--- src/rtl/control_idle_diferencial.sv ---
// control_idle_diferencial
// Sequences the differential transmitter in and out of electrical idle
// (IDLE -> WAKE -> ACTIVE -> DRAIN -> IDLE), grants bit slots to the
// serializer and debounces the receiver transition pulse into RxElecIdle.
module control_idle_diferencial #(
    parameter int WAKE_CYCLES  = 4,
    parameter int DRAIN_CYCLES = 2,
    parameter int IDLE_TIMEOUT = 16,
    parameter int CNT_W        = 5
) (
    input  logic       clk,
    input  logic       rst,
    input  logic       enb,
    input  logic       txReq,
    input  logic       txUltimo,
    input  logic       rxTransicion,
    output logic       TxElecIdle,
    output logic       txEnb,
    output logic       listo,
    output logic       RxElecIdle,
    output logic [1:0] estado
);

    typedef enum logic [1:0] {
        IDLE   = 2'b00,
        WAKE   = 2'b01,
        ACTIVE = 2'b10,
        DRAIN  = 2'b11
    } estado_t;

    localparam logic [CNT_W-1:0] WAKE_LAST  = CNT_W'(WAKE_CYCLES - 1);
    localparam logic [CNT_W-1:0] DRAIN_LAST = CNT_W'(DRAIN_CYCLES - 1);
    localparam logic [CNT_W-1:0] RX_SAT     = CNT_W'(IDLE_TIMEOUT);

    estado_t          state_q, state_d;
    logic [CNT_W-1:0] cnt_q, cnt_d;
    logic [CNT_W-1:0] rx_cnt_q, rx_cnt_d;
    logic             rx_idle_q, rx_idle_d;
    logic             tx_elec_idle_q, tx_elec_idle_d;
    logic             tx_enb_q, tx_enb_d;

    // Transmit sequencing: next state and shared WAKE/DRAIN counter.
    // The counter is cleared on every state entry; enb low forces IDLE.
    always_comb begin
        state_d = state_q;
        cnt_d   = cnt_q;
        if (!enb) begin
            state_d = IDLE;
            cnt_d   = '0;
        end else begin
            case (state_q)
                IDLE: begin
                    if (txReq) begin
                        state_d = WAKE;
                        cnt_d   = '0;
                    end
                end
                WAKE: begin
                    if (cnt_q == WAKE_LAST) begin
                        state_d = ACTIVE;
                        cnt_d   = '0;
                    end else begin
                        cnt_d = cnt_q + 1'b1;
                    end
                end
                ACTIVE: begin
                    // A burst ends on its last bit or on any gap in txReq.
                    if (!txReq || txUltimo) begin
                        state_d = DRAIN;
                        cnt_d   = '0;
                    end
                end
                DRAIN: begin
                    if (cnt_q == DRAIN_LAST) begin
                        state_d = IDLE;
                        cnt_d   = '0;
                    end else begin
                        cnt_d = cnt_q + 1'b1;
                    end
                end
                default: begin
                    state_d = IDLE;
                    cnt_d   = '0;
                end
            endcase
        end
        // Driver controls are registered decodes of the next state.
        tx_elec_idle_d = (state_d == IDLE);
        tx_enb_d       = (state_d != IDLE);
    end

    // Receive idle detector: a transition always beats saturation.
    always_comb begin
        rx_cnt_d = rx_cnt_q;
        if (rxTransicion) begin
            rx_cnt_d = '0;
        end else if (rx_cnt_q != RX_SAT) begin
            rx_cnt_d = rx_cnt_q + 1'b1;
        end
        rx_idle_d = !rxTransicion && (rx_cnt_d == RX_SAT);
    end

    // State and output registers; reset parks the line in idle on both sides.
    always_ff @(posedge clk) begin
        if (rst) begin
            state_q        <= IDLE;
            cnt_q          <= '0;
            rx_cnt_q       <= RX_SAT;
            rx_idle_q      <= 1'b1;
            tx_elec_idle_q <= 1'b1;
            tx_enb_q       <= 1'b0;
        end else begin
            state_q        <= state_d;
            cnt_q          <= cnt_d;
            rx_cnt_q       <= rx_cnt_d;
            rx_idle_q      <= rx_idle_d;
            tx_elec_idle_q <= tx_elec_idle_d;
            tx_enb_q       <= tx_enb_d;
        end
    end

    // Slot grant drops in the same cycle enb goes low.
    assign listo      = (state_q == ACTIVE) && enb;
    assign TxElecIdle = tx_elec_idle_q;
    assign txEnb      = tx_enb_q;
    assign RxElecIdle = rx_idle_q;
    assign estado     = state_q;

endmodule

--- config.mk ---
export PLATFORM = sky130hd
export DESIGN_NAME = control_idle_diferencial
export DESIGN_NICKNAME = d
export VERILOG_FILES = /design/src/rtl/control_idle_diferencial.sv
export SDC_FILE = /design/constraint.sdc
export NUM_CORES = 1
export LEC_CHECK = 0
export CAP_MARGIN = 20
export CORE_UTILIZATION = 54
export CTS_BUF_LIST = sky130_fd_sc_hd__clkbuf_16
export CTS_CLUSTER_SIZE = 28
export DETAILED_ROUTE_END_ITERATION = 7
export HOLD_SLACK_MARGIN = 0.12
export PLACE_DENSITY_LB_ADDON = 0.05
export SYNTH_ARGS = -nofsm -noshare
export SYNTH_HDL_FRONTEND = slang
export SYNTH_SLANG_ARGS = --single-unit
--- constraint.sdc ---
create_clock -name clk -period 3.6 [get_ports clk]
set_clock_uncertainty 0.05 [all_clocks]
set_input_delay 0.54 -clock clk [delete_from_list [all_inputs] [get_ports clk]]
set_output_delay 0.54 -clock clk [all_outputs]
set_load 0.01 [all_outputs]
### Word level (Yosys, flattened, before mapping)

Cells that the tools add are included.

* flip-flop bits (word level): 15
* input port bits: 6
* output and inout port bits: 6
* word-level logic and storage cells: 41

* $add $sub $neg: 2
* equality and inequality tests: 9
* mux-type cells: 13
* bitwise operators: 1
* reduce and logical (&&, ||, !) cells: 10

Operators by type and width (count)
* $mux W5: 6
* $pmux W5 S4: 1
* $add A5 B1 Y5 const B: 2
* $mux W2: 5
* $pmux W2 S4: 1
* $eq A5 B1 Y1 const B: 1
* $eq A5 B2 Y1 const B: 1
* $eq A5 B5 Y1 const B: 1
* $ne A5 B5 Y1 const B: 1
* $eq A2 B2 Y1 const B: 2
* $logic_not A2 Y1: 2
* $ne A2 B2 Y1 const B: 2
* $eq A2 B1 Y1 const B: 1
* $logic_and A1 B1 Y1: 2
* $logic_not A1 Y1: 2
* $reduce_and A2 Y1: 1
* $reduce_bool A2 Y1: 1
* $reduce_or A2 Y1: 1
* $logic_or A1 B1 Y1: 1
* $not A1 Y1: 1

### Longest topological paths before layout

Gate-level depths: netlist of the first run.

* word-level depth: 6
* mapped depth: 6

### Least setup slack after synthesis of the first run

OpenSTA, ideal clock, no wires.

* path kind: reg-to-reg
* start: register rx_cnt_q[0]
* end: register rx_idle_q (netlist: RxElecIdle)
* library setup time: 96 ps
* arrival: 1711 ps
* data required time: 3454 ps
* setup slack: 1743 ps
* stages on the path, launching flop included: 7
* cells stage by stage: dfxtp_1 > inv_1 > ha_1 > and3b_1 > or3_1 > a311o_1 > o41ai_2

* word-level cells in the longest chain between the ends: 5

RTL lines
* start, declared: line 37 `logic [CNT_W-1:0] rx_cnt_q, rx_cnt_d;`
* start signal, assigned: line 115 `rx_cnt_q <= rx_cnt_d;`
* $add A5 B1 Y5 or $ne A5 B5 Y1 (tied branches): line 98, 97
* $mux W5 (*): line 97 `end else if (rx_cnt_q != RX_SAT) begin`
* $mux W5 (*): line 95 `if (rxTransicion) begin`
* $eq A5 B5 Y1 (*): line 100 `rx_idle_d = !rxTransicion && (rx_cnt_d == RX_SAT);`
* $logic_and A1 B1 Y1 (*): line 100
* end signal, assigned: line 116 `rx_idle_q <= rx_idle_d;`
* end, declared: line 38 `logic rx_idle_q, rx_idle_d;`

Every way passes the cells marked *; elsewhere a longest branch is shown, timed or not.
A chain may end at the register's enable or synchronous reset.

### Worst setup path after layout of the first run

* start: input port enb
* end: output port listo

* word-level cells in the longest chain between the ends: 1

RTL lines
* start, declared: line 13 `input logic enb,`
* $logic_and A1 B1 Y1: line 123 `assign listo = (state_q == ACTIVE) && enb;`
* end, declared: line 19 `output logic listo,`

No other way between the ends.

==> metrics list, run 1 <==
- Combinational family with the most area after synthesis: simple AND/OR/NAND/NOR gates
- Fin. Hold Viols: 0
* Number of filler instances in the final layout: 86
- Count of H-tree levels built during CTS: 1
* Multiplexer share of the synthesized area: 0.0405
* Total inserted antenna cells: 0
* Setup repair after global routing missed its margin: false
- The worst-case IR drop observed on VDD is 0.280 mV.
- Buffer count from post-CTS setup fixing: 0
- Yosys warns: 0
- In this run the static leakage power is 0.338 nW.
- Timing would allow up to 434 MHz.
* MaxCap Viol Count: 0
- The floorplan step defined a die boundary enclosing 0.00153 mm².
- Total Neg Setup Slack: 0 ns
* Ports: 12
- Post-Synth XOR/XNOR Area: 0.0472
- The floorplan has 12 rows.
* DRC violation count after routing: 0
* Detailed-route wire length per cell: 13.9 µm
- Total area of sequential cells: 300 µm²
- Maximum number of pins on one net before global-route repair: 12
* Fraction of layout cells with a size suffix above 1: 0.0753
* Port bufs: 11
* Post-CTS resize count: 0
* Final setup violating endpoints: 0
* Initial Util: 0.626
- Height of the die: 39.1 µm
* Cell area after technology mapping: 742 µm²
- Gate count after technology mapping: 80
* DRC marker count from the first detailed-route iteration: 11
- Core ar.: 0.00119 mm²
- STA classifies the critical path startpoint as an input pin.
- Clock root buffer master: clkbuf_16
- Of the total synthesized cell area, the portion taken by full adders, half adders and majority gates is 0.0675.
* Global placer's final weighted congestion: 0.756
- The complex-gate fraction of the synthesized area was 0.143.
- Vias in the first global route: 560
* Post-synthesis register bit count: 15
- The slowest stage of the critical path is the clkdlybuf4s50_1 cell.
- Largest buffer count on any clock path: 2
- The share of synthesized area in the top cell type comes to 0.405.
- Number of flops mapped to enable cells by yosys: 0
- Final worst slack: 1.30 ns
* Insertion delay of the later-clocked pin in the worst-skew pair: 0.24 ns
- Number of buffers added by the clock tree synthesis step: 3
* Clock transition time at the flip-flop clock pins of the worst setup and hold paths: 0.05 ns
- For the worst setup path, the data required time is 3.01 ns.
* Post-DR vias/cell: 5.75
* Hold-fix buffer count after cts: 0
* Area growth, synth to finish: 26.8%
* Post-Synthesis Net Count: 90
- Net count of the finished layout: 104
- Via count: 615
* Fraction of synthesis flops using an asynchronous set or reset pin: 0
- Reg2Reg Launch Point: rx_cnt_q[0]
* Routed Wire Length: 1.48 mm
- Tracing the worst setup path back leads to its startpoint at enb.
- The worst hold path begins at estado[1].
* Dpl ws: 1.29 ns
- Once placement completed, the tool counted placed cells totaling 103.
* Number of pins with negative max-slew slack in the final report: 0
- Max stage delay on crit path: 0.54 ns
* Final critical-path required period: 2.30 ns
- Arrival time reported for the critical path endpoint: 1.71 ns
* Post-route ant nets: 0
* Number of antenna violations at the first check in global routing: 0
- The run finished with clean final reports.
- Portion of the post-synthesis area used by sequential elements: 0.405
- Pwr/cell area: 453 mW/mm²
* Simple-gate share of the synthesized area: 0.256
* Largest fanout of any net on the critical path: 2
- The count of cells in the finished layout, fillers not included, comes to 107.
- The worst setup path is captured at an output port.
- Leaving out fill and tap cells, the most frequent cell in the layout is dfxtp_1.
- Total buffers and inverters traversed by the critical path: 2
* First-pass iteration count of the detailed router: 4
- Grt ovf: 0
* Wire length of the first global-routing pass: 2.35 mm
* Max transition margin: 0.667
- Area of the multi-input gates: 412 µm²
- Width of the die: 39.1 µm
- For the pin with the worst max-slew slack, the measured transition is 0.493 ns.
- Share of the clock period used by the worst path: 0.639
- Sinks on Clock Net: 15
- In this run the worst hold path is classified as reg2reg.
* Cell type with the highest aggregate area in the netlist: dfxtp_1
- The critical path is of the in2out type.
- In the synthesized netlist the dominant register cell turns out to be dfxtp_1.
- Leading cell types in the layout, fill and taps excluded: dfxtp_1, clkdlybuf4s50_1, inv_1
* Biggest area contributors in the synthesized netlist: dfxtp_1, ha_1, nand3b_1, mux2i_1, xnor2_1
* Global router's overall resource usage: 0.241
- The synthesized netlist contains 30 unique library cells.
- The signal on the critical path passes through clkdlybuf4s50_1, and3b_1, clkdlybuf4s50_1.
* Clock tree from TritonCTS: yes
* Cell occurring most often along the worst timing path: clkdlybuf4s50_1
- Grouping stages by cell kind, the critical path spends the most delay in buffers and inverters.
- The average instance in the mapped netlist occupies 9.27 µm².
* Half-perimeter wire length after placement: 1.01 mm
layout make-up:
cell class / instances / area share
Inverter: 6 / 0.0239
Sequential cell: 15 / 0.319
Timing Repair Buffer: 11 / 0.117
Multi-Input combinational cell: 57 / 0.438
Clock buffer: 3 / 0.0798
Clock inverter: 1 / 0.00399
Tap cell: 14 / 0.0186
through the flow:
step | area, µm² | utilization | hold slack (ns) | power (mW)
finish | 941 | 0.793 | 0.516 | 0.427
detailed placement | 862 | 0.727 | 0.505 | 0.220
CTS | 941 | 0.793 | 0.517 | 0.428
global placement | 862 | 0.727 | 0.487 | 0.219
floorplan | 742 | - | 0.454 | 0.203
global route | 941 | 0.793 | 0.547 | 0.441
routing by layer:
layer  wire, µm  part of all wire  global-route usage  vias up
li1           -                 -                   -      314
met1        681              0.46               0.261      291
met2        757              0.51               0.425        8
met3         29             0.020              0.0520        2
met4         14            0.0094               0.138        0
met5          0                 0                   0        -
report_power, final:
part | leakage, nW | switching (mW) | total (mW) | internal, mW
Clock | 0.0423 | 0.0621 | 0.209 | 0.147
Sequential | 0.122 | 0.00428 | 0.176 | 0.172
Combinational | 0.173 | 0.0194 | 0.0420 | 0.0225
Total | 0.338 | 0.0858 | 0.427 | 0.341
kinds of logic (layout without fill, tap and decap cells):
logic type | count (synthesis) | in the layout
XOR/XNOR | 4 | 4
AND/OR/NAND/NOR | 32 | 32
buffers and inverters | 8 | 21
multiplexers | 3 | 3
adder cells (fa/ha/maj) | 4 | 4
flip-flops | 15 | 15
AO/OA/AOI/OAI | 14 | 14
worst register-to-register path, cell delays in order, from the launching register on:
cell and delay (ns):
dfxtp_1 0.40, inv_1 0.10, ha_1 0.21, and3b_1 0.19, or3_1 0.30, a311o_1 0.38, o41ai_2 0.26
state kept, by name, summed over array words and instances (netlist names):
name and count:
RxElecIdle 1, TxElecIdle 1, cnt_q 5, estado 2, rx_cnt_q 5, txEnb 1
worst paths after layout:
path                            slack [ns]  depth (start not counted)         end
worst min-delay path                  0.52                          2   estado[1]
worst max-delay path                  1.30                          3       listo
worst min register to register        0.52                          2   estado[1]
worst max register to register        1.62                          6  RxElecIdle
Yosys cell counts (2+ instances only):
cell type and count:
inv_1 6, xnor2_1 3, nor2_1 4, nor3b_1 2, nand3_1 4, or3_1 2
clkbuf_1 2, mux2i_1 3, a21oi_1 3, nand2_1 5, o21ai_0 2, and3b_1 2
ha_1 4, nand3b_1 5, nor3_1 4, dfxtp_1 15
No activity file was read; power rests on OpenSTA's default activity.
==> run 2: changes to the inputs <==
CORE_UTILIZATION = 45   (was 54)
clock period = 1.9 ns   (was 3.6 ns; I/O delays follow)
==> run 2 against run 1 <==
Against the previous run: first-iteration DRC count is 82% lower; worst hold slack got worse by 0.0099 ns; die area grew 19%; critical path depth increased by 3; core utilization decreased by 14 points; global-route usage fell by 4.8 points; sequential share of layout area fell by 1.4 points; setup slack got worse by 1.2 ns; clock power grew 89%; register-to-register slack got worse by 1.6 ns; clock-buffer cell count is the same; power rose by 92%; critical path type is now reg2reg; highest routed layer is now met3.
==> metrics list, run 2 (same netlist as run 1, synthesis figures left out) <==
* Via count: 636 (was 615)
- Met1 demand-to-capacity share in global routing: 0.187 (was 0.261)
* MaxCap Viol Count: 0 (unchanged)
- Number of buffers added by the clock tree synthesis step: 3 (unchanged)
* Required @ worst endpoint: 1.99 ns (was 3.01 ns)
- The relative max-transition margin was 0.658 (was 0.667).
* Largest buffer count on any clock path: 2 (unchanged)
* Proportion of power drawn by combinational gates: 0.114 (was 0.098)
- The transition at the pin with the smallest max-transition slack came to 0.506 ns (was 0.493 ns).
- Final worst slack: 0.0601 ns (was 1.30 ns)
- Number of filler instances in the final layout: 130 (was 86)
- Pwr/cell area: 828 mW/mm² (was 453 mW/mm²)
* DRC marker count from the first detailed-route iteration: 2 (was 11)
- The overall power consumption is 819 µW (was 427 µW).
- The global routing's busiest layer is met2 (unchanged).
- First-pass iteration count of the detailed router: 4 (unchanged)
- P_sw: 165 µW (was 85.8 µW)
* Sinks on Clock Net: 15 (unchanged)
* Dpl ws: -0.0131 ns (was 1.29 ns)
- The class of the tightest hold or removal check was reg2reg (unchanged).
- The clock insertion delay at the later pin of the skew report is 0.24 ns (about the same).
- The clock tree root buffer cell is clkbuf_16 (unchanged).
* Height of the die: 42.6 µm (was 39.1 µm)
- Share of total power in sequential cells: 0.404 (was 0.412)
* Static leakage: 0.368 nW (was 0.338 nW)
* Maximum number of pins on one net before global-route repair: 10 (was 12)
* Clock tree from TritonCTS: yes (unchanged)
- Largest fanout of any net on the critical path: 2 (unchanged)
- The layout net count was 110 (was 104).
- Clock transition time at the flip-flop clock pins of the worst setup and hold paths: 0.05 ns (about the same)
- The maximum vdd ir drop was 0.418 mV (was 0.280 mV).
* Leading cell types in the layout, fill and taps excluded: dfxtp_1, clkdlybuf4s50_1, inv_1 (unchanged)
* Grt ovf: 0 (unchanged)
- Setup repair after global routing missed its margin: false (unchanged)
* Leading cell type in the layout, fill and taps excluded: dfxtp_1 (unchanged)
- Of the available clock period, the critical path in the final layout requires 0.968.
- The final total negative setup slack came to 0 ns (unchanged).
* Fraction of layout cells with a size suffix above 1: 0.141 (was 0.0753)
* Outcome: finished clean (unchanged)
* Final setup violating endpoints: 0 (unchanged)
- The total of buffers placed on input and output ports is 11 (unchanged).
- Overall die area: 0.00182 mm² (was 0.00153 mm²)
- The met3 usage was 0.0388 (was 0.0520).
* Initial Util: 0.487 (was 0.626)
- Peak Freq: 544 MHz
- The post-route DRC violation count came to 0 (unchanged).
- The global routing met2 resource utilization came to 0.388 (was 0.425).
- Number of antenna violations at the first check in global routing: 0 (unchanged)
- The final count of pins violating max slew was 0 (unchanged).
- The global-route wire length before repair came to 2.59 mm (was 2.35 mm).
- The detail-routed via count per cell is 5.53 (was 5.75).
- The arrival time at the worst endpoint is 1.93 ns (was 1.71 ns).
- The count of antenna-violating nets left after detailed routing was 0 (unchanged).
- Global placer's final weighted congestion: 0.817 (was 0.756)
- The top-level port count came to 12 (unchanged).
- Width of the die: 42.6 µm (was 39.1 µm)
- The kind of end point of the critical path is a register (was output port).
- Core ar.: 0.00152 mm² (was 0.00119 mm²)
- The switching portion of total power came to 0.202 (was 0.201).
* Floorplan row count: 14 (was 12)
- The diode insertion count for antenna repair was 0 (unchanged).
* Detailed-route wire length per cell: 13.5 µm (was 13.9 µm)
- The internal power of the cells was 654 µW (was 341 µW).
* Routed Wire Length: 1.56 mm (was 1.48 mm)
- Kind of critical path: reg2reg (was in2out)
* Fin. Hold Viols: 0 (unchanged)
- The worst path in the final design needs a cycle of 1.84 ns, including I/O delays and setup.
- Half-perimeter wire length after placement: 1.20 mm (was 1.01 mm)
* Vias in the first global route: 625 (was 560)
* Area growth, synth to finish: 33.4% (was 26.8%)
- Kind of launch point of the worst setup path: register (was input pin)
* Count of H-tree levels built during CTS: 1 (unchanged)
- Global router's overall resource usage: 0.194 (was 0.241)
- Clock power frac: 0.482 (was 0.489)
==> run 2: changes by cell type in the layout (fill, tap and decap cells not counted) <==
cell	change
dfxtp_2	+1
buf_4	+6
dfxtp_1	-1
==> run 2: power groups by stage <==
stage | Combinational, mW | Sequential (mW) | Clock (mW)
after floorplan | 0.0453 | 0.339 | 0
after global placement | 0.0901 | 0.336 | 0
after detailed placement | 0.0926 | 0.337 | 0
after CTS | 0.0935 | 0.331 | 0.405
after global routing | 0.101 | 0.331 | 0.417
final | 0.0930 | 0.331 | 0.395
==> run 2: worst paths after layout <==
| check | start | endpoint | slack [ns] | depth (start not counted) |
|---|---|---|---|---|
| hold reg to reg | cnt_q[1] | cnt_q[1] | 0.51 | 2 |
| hold / removal | cnt_q[1] | cnt_q[1] | 0.51 | 2 |
| setup / recovery | rx_cnt_q[0] | RxElecIdle | 0.06 | 6 |
| setup reg to reg | rx_cnt_q[0] | RxElecIdle | 0.06 | 6 |
==> run 2: worst max-delay path: stages (launching register included) <==
cell	delay, ns
dfxtp_1	0.34
inv_1	0.07
ha_1	0.21
and3b_1	0.19
or3_1	0.30
a311o_1	0.29
o41ai_2	0.29
==> run 2: per-stage QoR <==
step / area [µm²] / std cells / utilization / hold WS, ns
after floorplan: 742 / 80 / - / 0.310
after global placement: 910 / 111 / 0.597 / 0.470
after detailed placement: 910 / 111 / 0.597 / 0.510
after CTS: 988 / 115 / 0.649 / 0.515
after global routing: 990 / 115 / 0.649 / 0.537
final: 990 / 115 / 0.649 / 0.506
==> run 2: per-layer routing <==
metal  vias to the layer above  wire length (µm)
met5                         -                 0
met4                         0                 0
met3                         0                32
met2                         4               876
met1                       308               646
li1                        324                 -
==> run 2: cell type report <==
cell class | instances | area, µm² | area share
tap | 16 | 20.0 | 0.0202
sequential | 15 | 302 | 0.305
timing repair buffer | 17 | 155 | 0.157
inverter | 6 | 22.5 | 0.0228
multi-input combinational | 57 | 412 | 0.416
clock inverter | 1 | 3.75 | 0.00379
clock buffer | 3 | 75.1 | 0.0759
==> run 2: what timing repair did <==
item,CTS,global route
setup endpoints to repair,1,1
hold buffers,0,0
pin swaps,1,2
gates cloned,0,0
resized for setup,0,1
buffers inserted,0,0
==> run 3: changes to the inputs <==
CORE_MARGIN = 2   (was unset)
==> run 3 against run 2 <==
Against the previous run: die area increased by 9.6%; sequential power about the same; wire length decreased by 4.8%; non-clock buffer count unchanged; power increased by 1.4%; clock power increased by 4%; clock-buffer cell count unchanged; largest cell class unchanged.
==> metrics list, run 3 (same netlist as run 1, synthesis figures left out) <==
- Outcome: finished clean (unchanged)
- Core ar.: 0.00152 mm² (unchanged)
- Number of buffers added by the clock tree synthesis step: 3 (unchanged)
- Total area of sequential cells: 300 µm² (was 302 µm²)
- First-pass iteration count of the detailed router: 4 (unchanged)
- Sinks on Clock Net: 15 (unchanged)
- The post-route DRC violation count was 0 (unchanged).
* Number of pins with negative max-slew slack in the final report: 0 (unchanged)
- Total inserted antenna cells: 0 (unchanged)
- Final setup violating endpoints: 0 (unchanged)
- Maximum number of pins on one net before global-route repair: 10 (unchanged)
* Leading cell types in the layout, fill and taps excluded: dfxtp_1, clkdlybuf4s50_1, inv_1, buf_4 (was dfxtp_1, clkdlybuf4s50_1, inv_1)
- The reg-to-reg critical path startpoint was rx_cnt_q[0] (unchanged).
* Insertion delay of the later-clocked pin in the worst-skew pair: 0.25 ns (was 0.24 ns)
- Wire length of the first global-routing pass: 2.58 mm (was 2.59 mm)
* Initial Util: 0.487 (unchanged)
- Fin. Hold Viols: 0 (unchanged)
- Hold-fix buffer count after cts: 0 (unchanged)
- The detail-routed via count per cell is 5.51 (was 5.53).
- The setup slack of the critical path after layout was 0.121 ns (was 0.0601 ns).
- Grt ovf: 0 (unchanged)
- Fraction of layout cells with a size suffix above 1: 0.141 (unchanged)
- The internal reg-to-reg setup slack is 0.13 ns (was 0.06 ns).
- The total wirelength of the detailed-routed design came to 1.48 mm (was 1.56 mm).
* Ports: 12 (unchanged)
- The number of cell rows is 14 (unchanged).
- The chip width is 44.6 µm (was 42.6 µm).
- The final estimated routing congestion in global placement was 0.802 (was 0.817).
- The kind of end point of the critical path is an output port (was register).
- Kind of launch point of the worst setup path: register (unchanged)
- The maximum vdd ir drop is 0.717 mV (was 0.418 mV).
- Largest fanout of any net on the critical path: 9 (was 2)
* Height of the die: 44.6 µm (was 42.6 µm)
- Post-route ant nets: 0 (unchanged)
* Leading cell type in the layout, fill and taps excluded: dfxtp_1 (unchanged)
- The number of fill cells was 127 (was 130).
- Worst r2r dst: RxElecIdle (unchanged)
* Clock root buffer master: clkbuf_16 (unchanged)
- The relative max-transition margin came to 0.611 (was 0.658).
- The full die area came to 0.00199 mm² (was 0.00182 mm²).
- The post-placement setup slack is 0.0216 ns (was -0.0131 ns).
* Static leakage: 0.366 nW (was 0.368 nW)
- Peak Freq: 562 MHz (was 544 MHz)
- The initial antenna violation count came to 0 (unchanged).
- DRC marker count from the first detailed-route iteration: 5 (was 2)
* Setup repair after global routing missed its margin: false (unchanged)
- Global router's overall resource usage: 0.189 (was 0.194)
* MaxCap Viol Count: 0 (unchanged)
- Vias in the first global route: 611 (was 625)
* Count of H-tree levels built during CTS: 1 (unchanged)
* Final critical-path required period: 1.78 ns (was 1.84 ns)
- Clock transition time at the flip-flop clock pins of the worst setup and hold paths: 0.05 ns (about the same)
* Required @ worst endpoint: 1.56 ns (was 1.99 ns)
- Share of the clock period used by the worst path: 0.936 (was 0.968)
* Detailed-route wire length per cell: 12.9 µm (was 13.5 µm)
* Tightest Pin Transition: 0.576 ns (was 0.506 ns)
- Class of the tightest hold or removal check: reg2reg (unchanged)
* Area of the multi-input gates: 412 µm² (unchanged)
- The startpoint of the worst setup timing path was estado[1] (was rx_cnt_q[0]).
- Via count: 634 (was 636)
- Net count of the finished layout: 110 (unchanged)
- The sum of net half-perimeters after detailed placement came to 1.12 mm (was 1.20 mm).
- The final total negative setup slack came to 0 ns (unchanged).
- The total of buffers placed on input and output ports came to 11 (unchanged).
- The arrival time at the worst endpoint was 1.44 ns (was 1.93 ns).
- Pwr/cell area: 839 mW/mm² (was 828 mW/mm²)
* Clock tree from TritonCTS: yes (unchanged)
* Kind of critical path: reg2out (was reg2reg)
- Endpoint with the worst hold slack: cnt_q[1] (unchanged)
* Hold path cells: 2 (unchanged)
- R2R depth: 6 (unchanged)
- The start point of the worst hold path is cnt_q[1] (unchanged).
- Largest buffer count on any clock path: 2 (unchanged)
- The signed area change from the synthesized netlist to the final layout was 33.4% (unchanged).
[run 3: cell count changes in the layout (fill, tap and decap cells not counted)]
cell / previous run / this run
clkinv_2: 0 / 1
dfxtp_1: 14 / 15
dfxtp_2: 1 / 0
inv_1: 7 / 6
[run 3: per-layer routing]
metal / part of all wire / wire, µm / GRT usage / vias up
met1: 0.41 / 601 / 0.188 / 298
li1: - / - / - / 325
met5: 0 / 0 / 0 / -
met2: 0.53 / 779 / 0.322 / 7
met3: 0.043 / 64 / 0.0735 / 4
met4: 0.025 / 37 / 0.127 / 0
[run 3: stage by stage]
step | power (mW) | cells | util | area (µm²) | hold slack (ns)
2_1_floorplan | 0.384 | 80 | - | 742 | 0.310
3_3_place_gp | 0.426 | 111 | 0.597 | 910 | 0.479
3_5_place_dp | 0.428 | 111 | 0.597 | 910 | 0.486
4_1_cts | 0.843 | 115 | 0.649 | 990 | 0.497
5_1_grt | 0.868 | 115 | 0.649 | 990 | 0.537
6_report | 0.831 | 115 | 0.649 | 990 | 0.496
[run 3: worst max-delay path, stage by stage, from the launching register on]
cell and delay [ns]:
dfxtp_1 0.47, and3b_1 0.19, clkdlybuf4s50_1 0.53
[run 3: repair_timing]
item	in CTS	in global routing
setup buffers	0	0
endpoints found under the setup margin	0	1
resized for setup	0	0
hold endpoints to repair	0	0
[run 3: worst max-delay path by stage]
| stage | cells past startpoint | end |
|---|---|---|
| after detailed placement | 6 | RxElecIdle |
| final | 2 | listo |
| after global routing | 6 | RxElecIdle |
| after floorplan | 6 | RxElecIdle |
| after CTS | 6 | RxElecIdle |
| after global placement | 6 | RxElecIdle |
[run 3: area by class of cell]
type / instances / share of cell area
Clock buffer: 3 / 0.0759
Tap cell: 16 / 0.0202
Timing Repair Buffer: 17 / 0.157
Inverter: 6 / 0.0228
Clock inverter: 1 / 0.00506
Sequential cell: 15 / 0.303
Multi-Input combinational cell: 57 / 0.416
[run 3: where the power goes]
| group | internal, mW | switching [mW] | leakage (nW) |
|---|---|---|---|
| Clock | 0.281 | 0.128 | 0.0409 |
| Sequential | 0.325 | 0.00476 | 0.122 |
| Combinational | 0.0507 | 0.0407 | 0.203 |
| Total | 0.657 | 0.174 | 0.366 |
